<file path="config.mk">
export PLATFORM = sky130hd
export DESIGN_NAME = alu_seq
export DESIGN_NICKNAME = d
export VERILOG_FILES = /design/src/rtl/alu_seq.sv
export SDC_FILE = /design/constraint.sdc
export NUM_CORES = 1
export LEC_CHECK = 0
export BUFFER_PORTS_ARGS = -buffer_cell sky130_fd_sc_hd__buf_2
export CORE_MARGIN = 3
export CORE_UTILIZATION = 40
export DETAILED_ROUTE_END_ITERATION = 6
export SYNTH_ARGS = -nofsm -noshare
export SYNTH_HDL_FRONTEND = slang
export SYNTH_SLANG_ARGS = --single-unit
</file>
<file path="constraint.sdc">
create_clock -name clk_i -period 3.3 [get_ports clk_i]
set_input_delay 0.66 -clock clk_i [delete_from_list [all_inputs] [get_ports clk_i]]
set_output_delay 0.66 -clock clk_i [all_outputs]
set_load 0.05 [all_outputs]
</file>
<file path="src/rtl/alu_seq.sv">
// Handshaked EX-stage ALU: single-cycle logic/arith/compare ops plus iterative
// shift-add MULU and restoring DIVU. Define ALU_SEQ_OVF_EN to add the ovf_o port.
module alu_seq #(
  parameter int unsigned WIDTH = 32,
  parameter int unsigned CNT_W = 6
) (
  input  logic             clk_i,
  input  logic             rst_i,
  input  logic             in_valid_i,
  output logic             in_ready_o,
  input  logic [WIDTH-1:0] src1_i,
  input  logic [WIDTH-1:0] src2_i,
  input  logic [3:0]       ctrl_i,
  output logic             out_valid_o,
  input  logic             out_ready_i,
  output logic [WIDTH-1:0] result_o,
  output logic [WIDTH-1:0] hi_o,
  output logic             zero_o,
  output logic             dz_o
`ifdef ALU_SEQ_OVF_EN
  ,
  output logic             ovf_o
`endif
);

  typedef enum logic [1:0] {StIdle, StBusy, StDone} state_e;

  localparam logic [3:0] OpAnd   = 4'd0;
  localparam logic [3:0] OpOr    = 4'd1;
  localparam logic [3:0] OpNand  = 4'd2;
  localparam logic [3:0] OpNor   = 4'd3;
  localparam logic [3:0] OpAddu  = 4'd4;
  localparam logic [3:0] OpSubu  = 4'd5;
  localparam logic [3:0] OpSlt   = 4'd6;
  localparam logic [3:0] OpEqual = 4'd7;
  localparam logic [3:0] OpMulu  = 4'd8;
  localparam logic [3:0] OpDivu  = 4'd9;
  localparam logic [3:0] OpSltu  = 4'd10;

  localparam logic [CNT_W-1:0] LastIter = CNT_W'(WIDTH - 1);

  state_e           state_q;
  logic [CNT_W-1:0] cnt_q;
  logic             is_div_q;
  logic [WIDTH-1:0] opnd_q;
  logic [WIDTH-1:0] res_q;
  logic [WIDTH-1:0] hi_q;
  logic             zero_q;
  logic             dz_q;
  logic             valid_q;
  logic             ready_q;

  // Single-cycle datapath, evaluated directly on the incoming operands.
  logic [WIDTH-1:0] sum;
  logic [WIDTH-1:0] diff;
  logic [WIDTH-1:0] alu_res;

  always_comb begin
    sum     = src1_i + src2_i;
    diff    = src1_i - src2_i;
    alu_res = '0;
    case (ctrl_i)
      OpAnd:   alu_res = src1_i & src2_i;
      OpOr:    alu_res = src1_i | src2_i;
      OpNand:  alu_res = ~(src1_i & src2_i);
      OpNor:   alu_res = ~(src1_i | src2_i);
      OpAddu:  alu_res = sum;
      OpSubu:  alu_res = diff;
      OpSlt:   alu_res = {{(WIDTH-1){1'b0}}, ($signed(src1_i) < $signed(src2_i))};
      OpEqual: alu_res = {{(WIDTH-1){1'b0}}, (src1_i == src2_i)};
      OpSltu:  alu_res = {{(WIDTH-1){1'b0}}, (src1_i < src2_i)};
      default: alu_res = '0;
    endcase
  end

  // Multiply: {hi_q, res_q} is the partial product with the multiplier shifting out of res_q.
  logic [WIDTH:0]   mul_add;
  logic [WIDTH-1:0] mul_hi_nx;
  logic [WIDTH-1:0] mul_lo_nx;

  // Divide: hi_q is the partial remainder, res_q shifts dividend bits out and quotient bits in.
  logic [WIDTH:0]   div_sh;
  logic [WIDTH:0]   div_sub;
  logic             div_ge;
  logic [WIDTH-1:0] div_rem_nx;
  logic [WIDTH-1:0] div_quo_nx;

  logic [WIDTH-1:0] iter_res;
  logic [WIDTH-1:0] iter_hi;

  always_comb begin
    mul_add    = {1'b0, hi_q} + (res_q[0] ? {1'b0, opnd_q} : '0);
    mul_hi_nx  = mul_add[WIDTH:1];
    mul_lo_nx  = {mul_add[0], res_q[WIDTH-1:1]};

    div_sh     = {hi_q, res_q[WIDTH-1]};
    div_sub    = div_sh - {1'b0, opnd_q};
    div_ge     = ~div_sub[WIDTH];
    div_rem_nx = div_ge ? div_sub[WIDTH-1:0] : div_sh[WIDTH-1:0];
    div_quo_nx = {res_q[WIDTH-2:0], div_ge};

    iter_res   = is_div_q ? div_quo_nx : mul_lo_nx;
    iter_hi    = is_div_q ? div_rem_nx : mul_hi_nx;
  end

`ifdef ALU_SEQ_OVF_EN
  logic ovf_q;
  logic alu_ovf;

  always_comb begin
    alu_ovf = 1'b0;
    case (ctrl_i)
      OpAddu:  alu_ovf = (src1_i[WIDTH-1] == src2_i[WIDTH-1]) && (sum[WIDTH-1] != src1_i[WIDTH-1]);
      OpSubu:  alu_ovf = (src1_i[WIDTH-1] != src2_i[WIDTH-1]) && (diff[WIDTH-1] != src1_i[WIDTH-1]);
      default: alu_ovf = 1'b0;
    endcase
  end

  assign ovf_o = ovf_q;
`endif

  always_ff @(posedge clk_i or negedge rst_i) begin
    if (!rst_i) begin
      state_q  <= StIdle;
      cnt_q    <= '0;
      is_div_q <= 1'b0;
      opnd_q   <= '0;
      res_q    <= '0;
      hi_q     <= '0;
      zero_q   <= 1'b0;
      dz_q     <= 1'b0;
      valid_q  <= 1'b0;
      ready_q  <= 1'b1;
`ifdef ALU_SEQ_OVF_EN
      ovf_q    <= 1'b0;
`endif
    end else begin
      case (state_q)
        StIdle: begin
          if (in_valid_i) begin
            ready_q <= 1'b0;
            dz_q    <= 1'b0;
            zero_q  <= 1'b0;
`ifdef ALU_SEQ_OVF_EN
            ovf_q   <= 1'b0;
`endif
            if (ctrl_i == OpMulu || (ctrl_i == OpDivu && src2_i != '0)) begin
              state_q  <= StBusy;
              cnt_q    <= '0;
              is_div_q <= (ctrl_i == OpDivu);
              opnd_q   <= src2_i;
              res_q    <= src1_i;
              hi_q     <= '0;
            end else if (ctrl_i == OpDivu) begin
              // Divide by zero bypasses the iteration entirely.
              state_q <= StDone;
              valid_q <= 1'b1;
              res_q   <= '1;
              hi_q    <= src1_i;
              dz_q    <= 1'b1;
            end else begin
              state_q <= StDone;
              valid_q <= 1'b1;
              res_q   <= alu_res;
              hi_q    <= '0;
              zero_q  <= (alu_res == '0);
`ifdef ALU_SEQ_OVF_EN
              ovf_q   <= alu_ovf;
`endif
            end
          end
        end
        StBusy: begin
          res_q <= iter_res;
          hi_q  <= iter_hi;
          cnt_q <= cnt_q + 1'b1;
          if (cnt_q == LastIter) begin
            state_q <= StDone;
            valid_q <= 1'b1;
            zero_q  <= (iter_res == '0);
`ifdef ALU_SEQ_OVF_EN
            ovf_q   <= ~is_div_q && (iter_hi != '0);
`endif
          end
        end
        StDone: begin
          if (out_ready_i) begin
            state_q <= StIdle;
            valid_q <= 1'b0;
            ready_q <= 1'b1;
          end
        end
        default: begin
          state_q <= StIdle;
          valid_q <= 1'b0;
          ready_q <= 1'b1;
        end
      endcase
    end
  end

  assign in_ready_o  = ready_q;
  assign out_valid_o = valid_q;
  assign result_o    = res_q;
  assign hi_o        = hi_q;
  assign zero_o      = zero_q;
  assign dz_o        = dz_q;

endmodule

</file>
# Yosys cells after proc, flatten, opt, wreduce, memory -nomap -nowiden

Index checks and enable logic that the tools add are counted.

Register bits: 109
Bits in latches: 0
Bits in writable memories: 0
ROM bits: 0
Bits of input ports: 72
Memories kept: 0

$add $sub $neg: 5
Multipliers: 0
Divide/modulo/power cells: 0
Order comparisons: 2
Equal/unequal tests: 19
Shift-type cells: 0
Muxes and demuxes: 36
Bitwise operators: 6
Reductions and logical operators: 16

Operators by type and width:

| kind                                          | number |
|---|---|
| 2-to-1 mux 32 bit                             | 10 |
| one-hot mux 32 bit (9 select lines)           | 1 |
| one-hot mux 32 bit (2 select lines)           | 2 |
| zero test 32 bit                              | 2 |
| < comparator 32 bit                           | 2 |
| inverter 32 bit                               | 2 |
| adder 32 x 32 -> 33 bit                       | 1 |
| subtractor 33 x 32 -> 33 bit                  | 1 |
| adder 32 bit                                  | 1 |
| bitwise AND 32 bit                            | 1 |
| == test 32 bit                                | 1 |
| bitwise OR 32 bit                             | 1 |
| nonzero test 32 bit                           | 1 |
| subtractor 32 bit                             | 1 |
| == test 4 x 3 -> 1 bit, second input constant | 4 |
| AND reduction 3 bit                           | 5 |
| == test 4 bit, second input constant          | 3 |
| 2-to-1 mux 1 bit                              | 12 |
| 2-to-1 mux 6 bit                              | 2 |
| one-hot mux 6 bit (2 select lines)            | 1 |
| inequality test 2 bit, second input constant  | 5 |
| == test 4 x 2 -> 1 bit, second input constant | 2 |
| 2-to-1 mux 2 bit                              | 4 |
| adder 6 x 1 -> 6 bit, second input constant   | 1 |
| 15 further kinds                              | 18 |

# Depth between registers and ports, before layout

Gate-level depths: netlist of the first run.

Word-level depth: 8
Gate-level depth with buffers: 17
Depth with buffers taken out: 16

# Least setup slack after synthesis of the first run

OpenSTA, ideal clock, no wires.

Kind: input to register
Start point: input src1_i[0]
End point: register res_q[30], in the netlist result_o[30]
Library setup time: 121 ps
Data arrival time: 3689 ps
Data required time: 3179 ps
Path slack: -510 ps
Stages: 15
Buffers on the path: 0
Cells stage by stage: ha_1 > inv_1 > fa_1 > nor2b_1 > o31ai_2 > a211o_1 > a2111o_1 > a311oi_1 > a211oi_1 > o221a_2 > o32ai_1 > xor2_1 > a22oi_1 > nand3_1 > a22o_1

Longest elaborated chain between the ends: 6
Elaborated cells between the ends (all ways): 7
Classes of those cells: add/sub: 2; mux: 5

Ends and longest elaborated chain:

| element                                                  | RTL line | source |
|---|---|---|
| start, declared                                          | 11       | `input logic [WIDTH-1:0] src1_i,` |
| subtractor 32 bit / adder 32 bit (equally long branches) | 60, 59   |  |
| one-hot mux 32 bit (9 select lines) (*)                  | 62       | `case (ctrl_i)` |
| 2-to-1 mux 32 bit (*)                                    | 154      | `end else if (ctrl_i == OpDivu) begin` |
| 2-to-1 mux 32 bit (*)                                    | 147      | `if (ctrl_i == OpMulu \|\| (ctrl_i == OpDivu && src2_i != '0)) begin` |
| 2-to-1 mux 32 bit (*)                                    | 140      | `if (in_valid_i) begin` |
| one-hot mux 32 bit (2 select lines) (*)                  | 138      | `case (state_q)` |
| end signal, assigned                                     | 152      | `res_q <= src1_i;` |
| end signal, assigned                                     | 164      | `res_q <= alu_res;` |
| end signal, assigned                                     | 174      | `res_q <= iter_res;` |
| end, declared                                            | 46       | `logic [WIDTH-1:0] res_q;` |

Every way passes the cells marked *; elsewhere a longest branch is shown, timed or not. The select of a mux whose other input is x is not followed.
A chain may end at the register's enable or synchronous reset.

# Final worst setup path of the first run

Start point: input src2_i[0]
End point: register zero_q, in the netlist zero_o

Longest elaborated chain between the ends: 8
Elaborated cells between the ends (all ways): 18
Classes of those cells: add/sub: 2; order compare: 2; eq/ne: 1; mux: 5; bitwise: 4; reduce/logical: 4

Ends and longest elaborated chain:

| element                                                   | RTL line | source |
|---|---|---|
| start, declared                                           | 12       | `input logic [WIDTH-1:0] src2_i,` |
| branches (longest 5 deep; another with subtractor 32 bit) | -        |  |
| 2-to-1 mux 1 bit (*)                                      | 147      |  |
| 2-to-1 mux 1 bit (*)                                      | 140      |  |
| one-hot mux 1 bit (2 select lines) (*)                    | 138      |  |
| end signal, assigned                                      | 166      | `zero_q <= (alu_res == '0);` |
| end signal, assigned                                      | 180      | `zero_q <= (iter_res == '0);` |
| end, declared                                             | 48       | `logic zero_q;` |

Mark *: on every way between the ends. The select of a mux whose other input is x is not followed.

==> results of run 1 <==
-- final timing paths --
| path | start | to | slack [ns] | depth (start not counted) |
|---|---|---|---|---|
| setup reg to reg | result_o[31] | hi_o[4] | -0.40 | 16 |
| hold reg to reg | cnt_q[0] | cnt_q[0] | 0.52 | 1 |
| setup / recovery | src2_i[0] | zero_o | -0.46 | 17 |
| hold / removal | rst_i | hi_o[23] | 0.41 | 1 |
| min in group clk_i | cnt_q[0] | cnt_q[0] | 0.52 | 1 |
| max in group asynchronous | rst_i | in_ready_o | 2.12 | 2 |
-- metal layers --
metal	vias up	track usage (%)	share of wire (%)
li1	8381	-	-
met1	8562	46.4	44
met2	730	52.1	45
met3	126	3.79	6.9
met4	0	11.4	4.1
met5	-	0	0
-- final cells by class --
cell class	instances	area (µm²)
Fill cell	3322	14700
Multi-Input combinational cell	1632	12000
Timing Repair Buffer	654	4860
Sequential cell	109	2750
Inverter	152	581
Tap cell	461	577
Clock buffer	9	225
Clock inverter	7	87.6
Antenna cell	2	5.00
-- power breakdown --
group          internal (mW)  switching [mW]
clock network          0.610           0.590
registers               1.91           0.707
logic                   5.77            7.74
total                   8.28            9.04
-- cell usage in the layout, fill, tap and decap left out, types with 18 or more instances in the layout --
cell,count
buf_4,482
nor2b_1,18
o22ai_1,21
dfrtp_1,93
a31oi_1,20
xor2_1,26
o21ai_0,180
ha_1,147
nand2b_1,22
nand3_1,43
nor4_1,24
o21a_1,20
a21o_1,50
o21ai_1,21
o211ai_1,24
a21oi_1,156
nand4_1,21
nor3_1,27
buf_6,21
nor2_1,144
xnor2_1,65
buf_2,132
mux2i_1,33
inv_1,133
nand2_1,168
and2_1,38
a21oi_2,23
-- through the flow --
step	total power [mW]	hold slack, ns	cells	area, µm²	TNS (ns)
after floorplan	10.2	0.364	1994	14800	-1.84
after global placement	14.3	0.492	2984	19500	-27.06
after detailed placement	14.5	0.496	2984	19500	-28.15
after CTS	16.5	0.417	3014	20500	-7.67
after global routing	18.5	0.446	3025	21100	-14.85
final	17.3	0.407	3026	21100	-8.84
-- cells in the mapped netlist (all sizes together), types with 25 or more instances --
library cell  instances  area, µm²
nor2                159        597
xnor2                66        586
nor4                 25        156
ha                  164       2050
nor3                 31        155
nand2               175        657
mux2i                34        340
nand2b               25        156
nand3                45        225
dfrtp               108       2700
a221oi               25        238
o21ai               220       1100
xor2                 28        245
a21o                 50        375
buf                  28        149
inv                 151        567
a21oi               182        915
clkbuf               73        275
and2                 39        244
-- worst max-delay path, cell delays in order --
cell	delay [ns]
buf_12	0.12
ha_4	0.16
inv_2	0.05
fa_2	0.22
nor2b_4	0.06
o31ai_4	0.28
buf_4	0.17
a21oi_2	0.07
o311ai_2	0.26
o211ai_1	0.16
or4_1	0.57
a21oi_1	0.15
nor4b_4	0.22
and4_4	0.28
and4_1	0.21
nand4_1	0.15
o31ai_2	0.25
-- registers in the layout, indices dropped and copies added (netlist names) --
name         cells
hi_o            32
opnd_q          32
result_o        32
cnt_q            6
state_q          2
dz_o             1
in_ready_o       1
is_div_q         1
out_valid_o      1
zero_o           1
-- cells by family (layout without fill, tap and decap cells) --
group / after synthesis / after routing / synth area share, %
compound gates: 724 / 724 / 31.6
xor+xnor: 94 / 94 / 5.68
fa+ha+maj: 168 / 168 / 14.6
buf+inv: 253 / 822 / 6.79
flops: 109 / 109 / 18.6
mux: 44 / 44 / 3.09
other cells: 0 / 2 / 0
simple gates: 602 / 602 / 19.7
-- timing repair --
item                                    4_1_cts  5_1_grt
pin swaps                                    68       52
buffers inserted                             18       16
endpoints found under the setup margin       43       50
resized for setup                           130      126
cloned                                        1        0
==> impl_metrics.csv, run 1 <==
group,metric,value,unit
global_routing,grt_pass1_vias,17200,
synthesis,postSynthCellCount,1994,
setup_path,cp.required,3.58,ns
route,drt-total-wl,66400,µm
route,num_vias,17800,
cts,cts_buffer_depth,2,
finish,area_growth,44.2,%
synthesis,syn_area,14600,µm²
cts,clock-sinks,109,
cts,cts_root_buffer,"clkbuf_16",
sta,min_period_over_period,114,%
finish,nNetsFinal,2798,
floorplanning,die_height,197,µm
job,max-cap-violations,0,
outcome,violations,"setup timing",
sta,final-hold-violation-count,0,
floorplanning,initial_utilization,40.9,%
synthesis,synth_ff_type,"dfrtp_1",
worst_hold_path,hold_path.class,"in2async",
cts,path_clk_slew,0.10,ns
synthesis,synth-edff-count,0,
sta,rsz0062_at_grt,"true",
sta,tightest_slew,0.856,ns
synthesis,yosysWarnings,0,
route,drc,0,
floorplanning,die_x,197,µm
sta,fin_ws,-0.460,ns
sta,maxClockFrequency,0.266,GHz
synthesis,synth-seq-cells,109,
setup_path,worstPathArrival,4.04,ns
sta,fin_skew,0.0222,ns
pwr,powerDensity,821,nW/µm²
global_routing,antenna_found_initial,1,
floorplanning,die-area,38900,µm²
cts,cts_hold_buf,0,
synthesis,ys_types,81,
cts,htreeDepth,3,
setup_path,cp-end-kind,"flop",
sta,setup_viol,38,
cts,cts_tree,"built",
placed_design,port_buffers,139,
cts,clk_latency,0.38,ns
synthesis,seq_area_frac_synth,18.6,%
global_routing,grt_start_max_net_pins,62,
placed_design,gp_congestion,1.02,
route,dr.pass1.iters,6,
route,drt-initial-drc-count,1751,
pwr,power.leakage,10.1,nW
global_routing,grt_use_total,32.8,%
synthesis,avgSynthCellArea,7.34,µm²
pwr,peakVddDrop,0.000372,V
finish,drive_gt1_share,35.0,%
outcome,status,"finished, violations left",
floorplanning,io_pins,140,
synthesis,syn_nets,2234,
finish,fin_util,58.9,%
sta,maxSlewHeadroom,42.9,%
sta,min_period,3.76,ns
floorplanning,core_area,35800,µm²
placed_design,pre_cts_ws,-1.07,ns
global_routing,grt_pass1_wl,99800,µm
floorplanning,num_rows,69,
cts,cts_buffers,9,
route,wl_per_cell,21.9,µm
route,ant_nets,0,
setup_path,startpoint_type,"input port",
route,routed_via_density,5.88,
sta,drv_slew,0,
placed_design,dp_hpwl,52900,µm
global_routing,gr-total-overflow,0,
synthesis,synth-async-reset-ratio,100,%
setup_path,path_class,"in2reg",
setup_path,critPathMaxFanout,3,
Note: power is estimated with default switching activity, not from simulation.
==> run 2: changes to the inputs <==
--- a/config.mk
+++ b/config.mk
@@ -9,6 +9,7 @@
 export CORE_MARGIN = 3
 export CORE_UTILIZATION = 40
 export DETAILED_ROUTE_END_ITERATION = 6
+export PLACE_DENSITY = 0.54
 export SYNTH_ARGS = -nofsm -noshare
 export SYNTH_HDL_FRONTEND = slang
 export SYNTH_SLANG_ARGS = --single-unit
==> constraint.sdc (replaced) <==
create_clock -name clk_i -period 3.95 [get_ports clk_i]
set_input_delay 0.79 -clock clk_i [delete_from_list [all_inputs] [get_ports clk_i]]
set_output_delay 0.79 -clock clk_i [all_outputs]
set_load 0.05 [all_outputs]
==> run 2 against run 1 <==
Compared with the run above: the run now ends clean; global-route usage down 0.96 points; clock-buffer cell count unchanged; clock skew about the same; sequential power fell by 14%; critical path depth down 1; flip-flop and latch count did not move; first-iteration DRC count down 13%.
==> impl_metrics.csv, run 2 (same netlist as run 1, synthesis figures left out) <==
group,metric,value,unit
outcome,status,"finished, final reports clean",
route,top_layer,"met4",
global_routing,gr-total-overflow,0,
route,drt-initial-drc-count,1526,
pwr,peakVddDrop,0.000417,V
sta,min_period_over_period,99.7,%
sta,rsz0062_at_grt,"true",
global_routing,grt_pass1_wl,96600,µm
pwr,p_comb_share,75.4,%
pwr,power.internal,6.06,mW
floorplanning,die_x,197,µm
finish,final_cell_area,19200,µm²
cts,clock-sinks,109,
route,met1_length,29300,µm
pwr,p_switching,7.12,mW
route,wl_per_cell,22.2,µm
pwr,p_clk_share,7.5,%
setup_path,cp.required,4.24,ns
setup_path,cp-end-kind,"flop",
floorplanning,num_rows,69,
floorplanning,die-area,38900,µm²
setup_path,r2r-end,"hi_o[20]",
sta,fin_ws,0.0113,ns
sta,drv_slew,0,
cts,cts_buffers,9,
cts,htreeDepth,3,
pwr,power,13.2,mW
route,met3_length,4620,µm
route,routed_via_density,5.96,
setup_path,worstReg2RegStart,"result_o[31]",
finish,final_cell_mix,"buf_4 (365), o21ai_0 (197), nand2_1 (174)",
sta,fin_skew,0.0222,ns
sta,final-hold-violation-count,0,
sta,setup_viol,0,
global_routing,antenna_found_initial,0,
route,drc,0,
setup_path,rrSetupSlack,0.10,ns
floorplanning,io_pins,140,
sta,maxSlewHeadroom,43.8,%
route,dr.pass1.iters,5,
pwr,power.leakage,9.28,nW
pwr,switching_share,54.0,%
finish,fill_cells,3562,
floorplanning,die_height,197,µm
setup_path,worstPathArrival,4.23,ns
route,num_vias,17200,
placed_design,pre_cts_ws,-0.691,ns
finish,final_common_cell,"buf_4",
placed_design,gp_congestion,0.974,
global_routing,grt_pass1_vias,16300,
sta,maxClockFrequency,0.254,GHz
cts,cts_tree,"built",
cts,cts_buffer_depth,2,
route,ant_nets,0,
cts,path_clk_slew,0.10,ns
global_routing,grt_start_max_net_pins,110,
finish,drive_gt1_share,26.0,%
setup_path,critPathMaxFanout,3,
global_routing,grt_use_total,31.9,%
finish,area_growth,31.1,%
setup_path,startpoint_type,"input port",
job,max-cap-violations,0,
floorplanning,core_area,35800,µm²
placed_design,dp_hpwl,51100,µm
route,drt-total-wl,64200,µm
setup_path,path_class,"in2reg",
worst_hold_path,hold_path.class,"in2async",
finish,nNetsFinal,2660,
placed_design,port_buffers,139,
placed_design,place_area,18400,µm²
cts,cts_root_buffer,"clkbuf_16",
route,wl_met2,28200,µm
setup_path,r2r.worst_path.cells,19,
pwr,p_seq_share,17.1,%
floorplanning,initial_utilization,40.9,%
pwr,powerDensity,687,nW/µm²
sta,tightest_slew,0.841,ns
cts,clk_latency,0.38,ns
finish,diodes,0,
cts,cts_hold_buf,0,
sta,min_period,3.94,ns
[run 2: changes by cell type in the layout (fill, tap and decap cells not counted), sizes merged]
cell	change
buf	-139
bufinv	-1
clkinv	-1
diode	-2
inv	+2
xnor2	+1
[run 2: what timing repair did]
action / in CTS / in global routing
setup buffers: 0 / 12
gates cloned: 1 / 0
pin swaps: 6 / 45
endpoints found under the hold margin: 0 / 0
gates resized for setup: 21 / 76
endpoints found under the setup margin: 29 / 29
[run 2: through the flow]
stage          utilization [%]  instances  setup TNS [ns]  hold WS [ns]
3_3_place_gp              51.3       2859           -4.72         0.458
2_1_floorplan                -       1994               0         0.466
6_report                  53.6       2886               0         0.466
3_5_place_dp              51.3       2859           -4.75         0.476
4_1_cts                   52.4       2876               0         0.496
5_1_grt                   53.6       2886          -0.269         0.525
[run 2: layer usage]
layer  global-route usage (%)  vias up
met1                     46.3     8217
met4                     9.53        0
met5                        0        -
met2                     50.0      770
li1                         -     8105
met3                     3.24      105
[run 2: layout make-up]
| cell class | instances | area [µm²] | area share (%) |
|---|---|---|---|
| timing repair buffer | 515 | 3670 | 19.1 |
| clock buffer | 9 | 225 | 1.17 |
| sequential | 109 | 2730 | 14.2 |
| tap | 461 | 577 | 3.01 |
| clock inverter | 7 | 78.8 | 0.411 |
| inverter | 152 | 571 | 2.97 |
| multi-input combinational | 1633 | 11300 | 59.1 |
[run 2: worst max-delay path: stages]
cell and delay [ns]:
buf_2 0.11, buf_4 0.14, buf_4 0.14, fa_2 0.39
nand2b_1 0.10, a21oi_1 0.07, or3_4 0.33, a21o_1 0.18
a32o_1 0.27, or4_4 0.52, a21oi_2 0.12, nor4b_4 0.22
and4_1 0.28, and4_1 0.23, nand4_1 0.09, o31ai_1 0.24
[run 2: how the worst max path moves through the flow]
stage                          from           end  depth (start not counted)
after floorplan           src1_i[0]  result_o[30]                         15
after detailed placement  src2_i[0]        zero_o                         17
final                     src1_i[1]        zero_o                         16
after global placement    src2_i[0]        zero_o                         17
after global routing      src2_i[0]        zero_o                         17
after CTS                   hi_o[8]        zero_o                         16
[run 2: power by group through the flow]
stage | clock (mW) | combinational (mW) | sequential, mW
3_3_place_gp | 0 | 9.15 | 2.23
3_5_place_dp | 0 | 9.29 | 2.23
6_report | 0.986 | 9.94 | 2.25
5_1_grt | 1.03 | 10.7 | 2.29
2_1_floorplan | 0 | 5.25 | 3.12
4_1_cts | 0.996 | 9.43 | 2.22
